## config.mk

```make
export PLATFORM = sky130hd
export DESIGN_NAME = i2c_cfg_sequencer
export DESIGN_NICKNAME = d
export VERILOG_FILES = /design/src/rtl/i2c_cfg_sequencer.sv
export SDC_FILE = /design/constraint.sdc
export NUM_CORES = 1
export LEC_CHECK = 0
export ABC_CLOCK_PERIOD_IN_PS = 3600
export CORE_ASPECT_RATIO = 1.1
export CORE_MARGIN = 2
export CORE_UTILIZATION = 35
export DETAILED_ROUTE_END_ITERATION = 8
export SLEW_MARGIN = 20
export SYNTH_ARGS = -nofsm -noshare
export SYNTH_HDL_FRONTEND = slang
export SYNTH_SLANG_ARGS = --single-unit
```

## constraint.sdc

```tcl
create_clock -name clk_50 -period 3.6 [get_ports clk_50]
set_input_delay 0.54 -clock clk_50 [delete_from_list [all_inputs] [get_ports clk_50]]
set_output_delay 0.54 -clock clk_50 [all_outputs]
set_load 0.1 [all_outputs]
```

## src/rtl/i2c_cfg_sequencer.sv

```systemverilog
// Power-up register loader: walks an external (sub_address, data) ROM and issues one
// single-byte I2C write per entry. Define I2C_CFG_READBACK_EN to verify each write by readback.
module i2c_cfg_sequencer #(
  parameter logic [6:0] DEV_ADDR       = 7'h20,
  parameter int         NUM_REGS       = 16,
  parameter int         POWERUP_CYCLES = 500000,
  parameter int         GAP_CYCLES     = 256,
  parameter int         TIMEOUT_CYCLES = 65535
) (
  input  logic        clk_50,
  input  logic        rst,
  input  logic        start,
  output logic [7:0]  tbl_idx,
  input  logic [15:0] tbl_data,
  output logic        request,
  output logic        WR,
  output logic [7:0]  length,
  output logic [6:0]  address,
  output logic [7:0]  sub_address,
  output logic [7:0]  txReg,
  input  logic        busy,
  input  logic        DE,
  input  logic [7:0]  rxReg,
  output logic        cfg_done,
  output logic        cfg_error,
  output logic [7:0]  err_count
);

  localparam int MAX_A = (POWERUP_CYCLES > GAP_CYCLES) ? POWERUP_CYCLES : GAP_CYCLES;
  localparam int MAX_P = (MAX_A > TIMEOUT_CYCLES) ? MAX_A : TIMEOUT_CYCLES;
  localparam int CW    = $clog2(MAX_P + 1);

  localparam logic [CW-1:0] PWR_LIM  = CW'(POWERUP_CYCLES);
  localparam logic [CW-1:0] GAP_LIM  = CW'(GAP_CYCLES);
  localparam logic [CW-1:0] TO_LIM   = CW'(TIMEOUT_CYCLES);
  localparam logic [7:0]    LAST_IDX = 8'(NUM_REGS - 1);

  typedef enum logic [3:0] {
    PWR_WAIT, FETCH, LATCH, REQ, WAIT_HI, WAIT_LO, GAP, DONE, ERROR
`ifdef I2C_CFG_READBACK_EN
    , RB_REQ, RB_WAIT_HI, RB_WAIT_LO, RB_CHECK
`endif
  } state_t;

  state_t        state, state_nxt;
  logic [CW-1:0] cnt, cnt_inc;
  logic [7:0]    idx;
  logic [1:0]    busy_sync;
  logic          busy_s;
  logic          restart;

  assign busy_s  = busy_sync[1];
  assign cnt_inc = cnt + CW'(1);
  assign restart = ((state == DONE) || (state == ERROR)) && start;

  always_ff @(posedge clk_50 or posedge rst) begin
    if (rst) busy_sync <= 2'b00;
    else     busy_sync <= {busy_sync[0], busy};
  end

  // cnt is shared: power-up wait, gap, and the wait-state watchdog; it restarts on every state change
  always_comb begin
    state_nxt = state;
    case (state)
      PWR_WAIT: if (cnt_inc == PWR_LIM) state_nxt = FETCH;
      FETCH:    state_nxt = LATCH;
      LATCH:    state_nxt = REQ;
      REQ:      state_nxt = WAIT_HI;
      WAIT_HI: begin
        if (busy_s)                 state_nxt = WAIT_LO;
        else if (cnt_inc == TO_LIM) state_nxt = ERROR;
      end
      WAIT_LO: begin
`ifdef I2C_CFG_READBACK_EN
        if (!busy_s)                state_nxt = RB_REQ;
`else
        if (!busy_s)                state_nxt = GAP;
`endif
        else if (cnt_inc == TO_LIM) state_nxt = ERROR;
      end
      GAP: if (cnt_inc == GAP_LIM) state_nxt = (idx == LAST_IDX) ? DONE : FETCH;
      DONE:  if (start) state_nxt = FETCH;
      ERROR: if (start) state_nxt = FETCH;
`ifdef I2C_CFG_READBACK_EN
      RB_REQ: state_nxt = RB_WAIT_HI;
      RB_WAIT_HI: begin
        if (busy_s)                 state_nxt = RB_WAIT_LO;
        else if (cnt_inc == TO_LIM) state_nxt = ERROR;
      end
      RB_WAIT_LO: begin
        if (!busy_s)                state_nxt = RB_CHECK;
        else if (cnt_inc == TO_LIM) state_nxt = ERROR;
      end
      RB_CHECK: state_nxt = GAP;
`endif
      default: state_nxt = PWR_WAIT;
    endcase
  end

  always_ff @(posedge clk_50 or posedge rst) begin
    if (rst) begin
      state       <= PWR_WAIT;
      cnt         <= '0;
      idx         <= 8'd0;
      sub_address <= 8'd0;
      txReg       <= 8'd0;
    end else begin
      state <= state_nxt;
      if (state_nxt != state)                  cnt <= '0;
      else if (state != DONE && state != ERROR) cnt <= cnt_inc;
      if (state == LATCH) {sub_address, txReg} <= tbl_data;
      if (restart)                                idx <= 8'd0;
      else if (state == GAP && state_nxt == FETCH) idx <= idx + 8'd1;
    end
  end

  assign tbl_idx   = idx;
  assign length    = 8'd1;
  assign address   = DEV_ADDR;
  assign cfg_done  = (state == DONE);
  assign cfg_error = (state == ERROR);

`ifdef I2C_CFG_READBACK_EN
  logic [1:0] de_sync;
  logic       de_q;
  logic       rb_got;
  logic [7:0] rb_byte;

  assign request = (state == REQ) || (state == WAIT_HI) ||
                   (state == RB_REQ) || (state == RB_WAIT_HI);
  assign WR      = !((state == RB_REQ) || (state == RB_WAIT_HI) || (state == RB_WAIT_LO));

  // only the first byte-done edge of a readback is kept
  always_ff @(posedge clk_50 or posedge rst) begin
    if (rst) begin
      de_sync   <= 2'b00;
      de_q      <= 1'b0;
      rb_got    <= 1'b0;
      rb_byte   <= 8'd0;
      err_count <= 8'd0;
    end else begin
      de_sync <= {de_sync[0], DE};
      de_q    <= de_sync[1];
      if (state == RB_REQ) rb_got <= 1'b0;
      else if (state == RB_WAIT_LO && de_sync[1] && !de_q && !rb_got) begin
        rb_got  <= 1'b1;
        rb_byte <= rxReg;
      end
      if (restart) err_count <= 8'd0;
      else if (state == RB_CHECK && rb_byte != txReg && err_count != 8'hFF)
        err_count <= err_count + 8'd1;
    end
  end
`else
  logic unused_rb;
  assign unused_rb = &{1'b0, DE, rxReg};
  assign request   = (state == REQ) || (state == WAIT_HI);
  assign WR        = 1'b1;
  assign err_count = 8'd0;
`endif

endmodule

```

==> key figures <==
Placed design
  – HPWL Detailed: between 5000 and 6000 um
  – Number of port buffers: 46
  – Routability cong.: 0.820
  – Placed cell count: 494

Job
  – Max-cap violations: 0

Power
  – Pleak: ~0.0015 uW
  – Power per cell area: 279 nW/um^2
  – Tot Pwr: between 1000 and 1500 uW
  – Worst VDD drop: about 0.13 mV

STA
  – Worst Skew: between 0.01 and 0.015 ns
  – Max Fclk: 306 MHz
  – TNS Setup: 0 ns
  – Final slew viol count: 0
  – Crit share post-route: 0.909
  – Max-slew headroom: 0.342
  – Slew @ Worst Pin: approximately 0.98 ns
  – RSZ-0062 raised after global routing: false
  – Tmin final: around 3.3 ns
  – Setup-failing EPs final: 0
  – Final Hold Vio Count: 0

Logic synthesis
  – Syn. warnings: 0
  – Top post-synthesis cells by count: 49 x dfrtp_1, 30 x nand2_1, 27 x nor3_1
  – Syn Area/Cell: approximately 9 sq um
  – Distinct cells, synth: 54
  – Seq/Total Area, Yosys: 0.379
  – Area contributors post-synth: dfrtp_1 38%, mux2_2 5.9%, buf_4 5.8%
  – Count leader, synth: dfrtp_1
  – Top-area cell type share of the netlist area: 0.379
  – Primary FF master, synth: dfrtp_1
  – Synth Register Bits: 49
  – Synthesized area: 3240 sq um
  – Fraction of registers with async set/reset: 1.00
  – Post-Syn Instances: 353
  – EDFF count, synth: 0
  – Biggest area consumer among synthesized cells: dfrtp_1

Cells and area
  – Non-Filler Instances: roughly 500
  – Antenna diodes: 0
  – Fin util: 0.422
  – Layout cells sized above 1: 0.124
  – Area growth, synth to finish: 16.3%
  – Nets@finish: ~420

Critical path
  – Crit-path slowest cell: or4_1
  – Cells on worst reg2reg path: 8
  – Critical path origin: cnt[1]$_DFFE_PP0P_
  – Critical Path RT: approximately 3.8 ns
  – Crit start category: register
  – Crit Path Max Fanout: 12
  – CP max stage delay: between 0.6 and 0.7 ns
  – Top delay family on crit path: simple AND/OR/NAND/NOR gates
  – Crit-path cells: ha_1 > nand3_2 > or4_1 > a2111oi_2 > nand4_1 > nand4bb_2 > or4_1 > mux2i_1
  – Reg2Reg Setup Slack: ~0.33 ns
  – Crit. End Element: register
  – Class of the most critical setup path: reg2reg
  – Crit path buffers/inverters: 0
  – Reg-to-Reg End: tbl_idx[6]$_DFFE_PP0P_
  – CP arrival: 3.47 ns
  – Crit Reg-Reg Startpoint: cnt[1]$_DFFE_PP0P_
  – Most used cell, CP: or4_1

CTS
  – CTS buffer count: 5
  – Postcts setup bufs: 0
  – Reg clk slew, reported paths: between 0.1 and 0.15 ns
  – Clock tree buffer depth: 2
  – Post-cts resize count: 0
  – TritonCTS clock tree: built
  – Cts hold-fix bufs: 0
  – Root buf cell: clkbuf_8
  – Worst-Skew Late Latency: slightly above 0.3 ns
  – H-tree Lvls: 2
  – CTS Sinks: 49

Global routing
  – Initial antenna violation count: 0
  – First-pass GRT wire length: between 10,000 and 15,000 um
  – Gr usage total: 0.153
  – Number of global-route vias before repair: roughly 2.6k
  – Gr ovfl total: 0
  – Pin count of the biggest net entering global routing: 50

Min path
  – Tightest Hold Check Type: reg2reg
  – WHS Endpoint: busy_sync[1]$_DFF_PP0_
  – Hold Path Origin: busy_sync[0]$_DFF_PP0_
  – Worst Hold Path Cells: 0

Die
  – Die X: between 90 and 100 um
  – Die area: 10,000 sq um
  – I/O pins: 80
  – Core area: 8920 sq um
  – Site Rows: 36
  – Initial Util: 0.363
  – Die Y-Extent: 105 um

Routing
  – Routed WL: approximately 7200 um
  – Post-route ant nets: 0
  – First-pass iteration count of the detailed router: 4
  – Routed vias: about 2.7k
  – Number of DRC markers in iteration 0: ~110
  – Drt wl/cell: ~14 um
  – DRC errors left: 0
  – Number of vias per cell: ~5.4

Outcome
  – Status: finished clean
[how the worst max path moves through the flow]
| stage | endpoint | slack [ns] | cells past startpoint |
|---|---|---|---|
| 2_1_floorplan | tbl_idx[5]$_DFFE_PP0P_ | 0.74 | 10 |
| 3_3_place_gp | tbl_idx[6]$_DFFE_PP0P_ | 0.43 | 8 |
| 3_5_place_dp | tbl_idx[6]$_DFFE_PP0P_ | 0.31 | 8 |
| 4_1_cts | tbl_idx[6]$_DFFE_PP0P_ | 0.31 | 8 |
| 5_1_grt | tbl_idx[6]$_DFFE_PP0P_ | 0.13 | 8 |
| 6_report | tbl_idx[6]$_DFFE_PP0P_ | 0.33 | 8 |
[through the flow]
stage	worst slack (ns)	hold slack, ns	instance area (sq um)
floorplan	0.738	0.331	3320
global placement	0.430	0.354	3670
detailed placement	0.313	0.359	3670
CTS	0.314	0.385	3760
global route	0.125	0.405	3760
finish	0.328	0.387	3760
[cell usage in the layout, fill, tap and decap left out, types with 5 or more instances in the layout]
cell / count
dfrtp_1: 49
inv_1: 7
xor2_1: 8
conb_1: 24
o21ai_0: 10
and3_1: 5
clkdlybuf4s50_1: 43
nor4_1: 7
nor3_1: 26
mux2_2: 17
o31ai_1: 5
nor2_1: 19
a21oi_1: 10
nand2_1: 30
or4_1: 7
nand3_1: 13
buf_4: 8
or3_1: 7
xnor2_1: 20
clkbuf_8: 5
[cell families (layout without fill, tap and decap cells)]
| family | after synthesis | after routing | synth area share |
|---|---|---|---|
| other | 2 | 24 | 0.00232 |
| flip-flops | 49 | 49 | 0.379 |
| buffers and inverters | 54 | 67 | 0.0989 |
| adder cells (fa/ha/maj) | 3 | 3 | 0.0116 |
| AND/OR/NAND/NOR | 145 | 145 | 0.251 |
| XOR/XNOR | 28 | 28 | 0.0757 |
| AO/OA/AOI/OAI | 53 | 53 | 0.117 |
| multiplexers | 19 | 19 | 0.0653 |
[area by class of cell]
class,instances,area [sq um]
Tap cell,114,143
Sequential cell,49,1230
Timing Repair Buffer,51,490
Clock buffer,5,68.8
Inverter,8,31.3
Clock inverter,3,26.3
Multi-Input combinational cell,272,1780
Fill cell,876,5150
[flip-flops by register name, summed over array words and instances, names as in the netlist]
register,flops
cnt,19
sub_address,8
tbl_idx,8
txReg,8
state,4
busy_sync,2
[power by group]
group | leakage [uW] | switching [uW] | internal (uW)
clock network | 0.0000495 | 211 | 145
logic | 0.000828 | 123 | 18.5
registers | 0.000639 | 0.745 | 551
total | 0.00152 | 334 | 715
[routing by layer]
metal,routed length (um),vias to the layer above,GRT usage
met5,0,-,0
met4,140,0,0.0704
met3,470,13,0.0397
met2,3480,92,0.238
met1,3110,1302,0.197
li1,-,1300,-
Note: power is estimated with default switching activity, not from simulation.
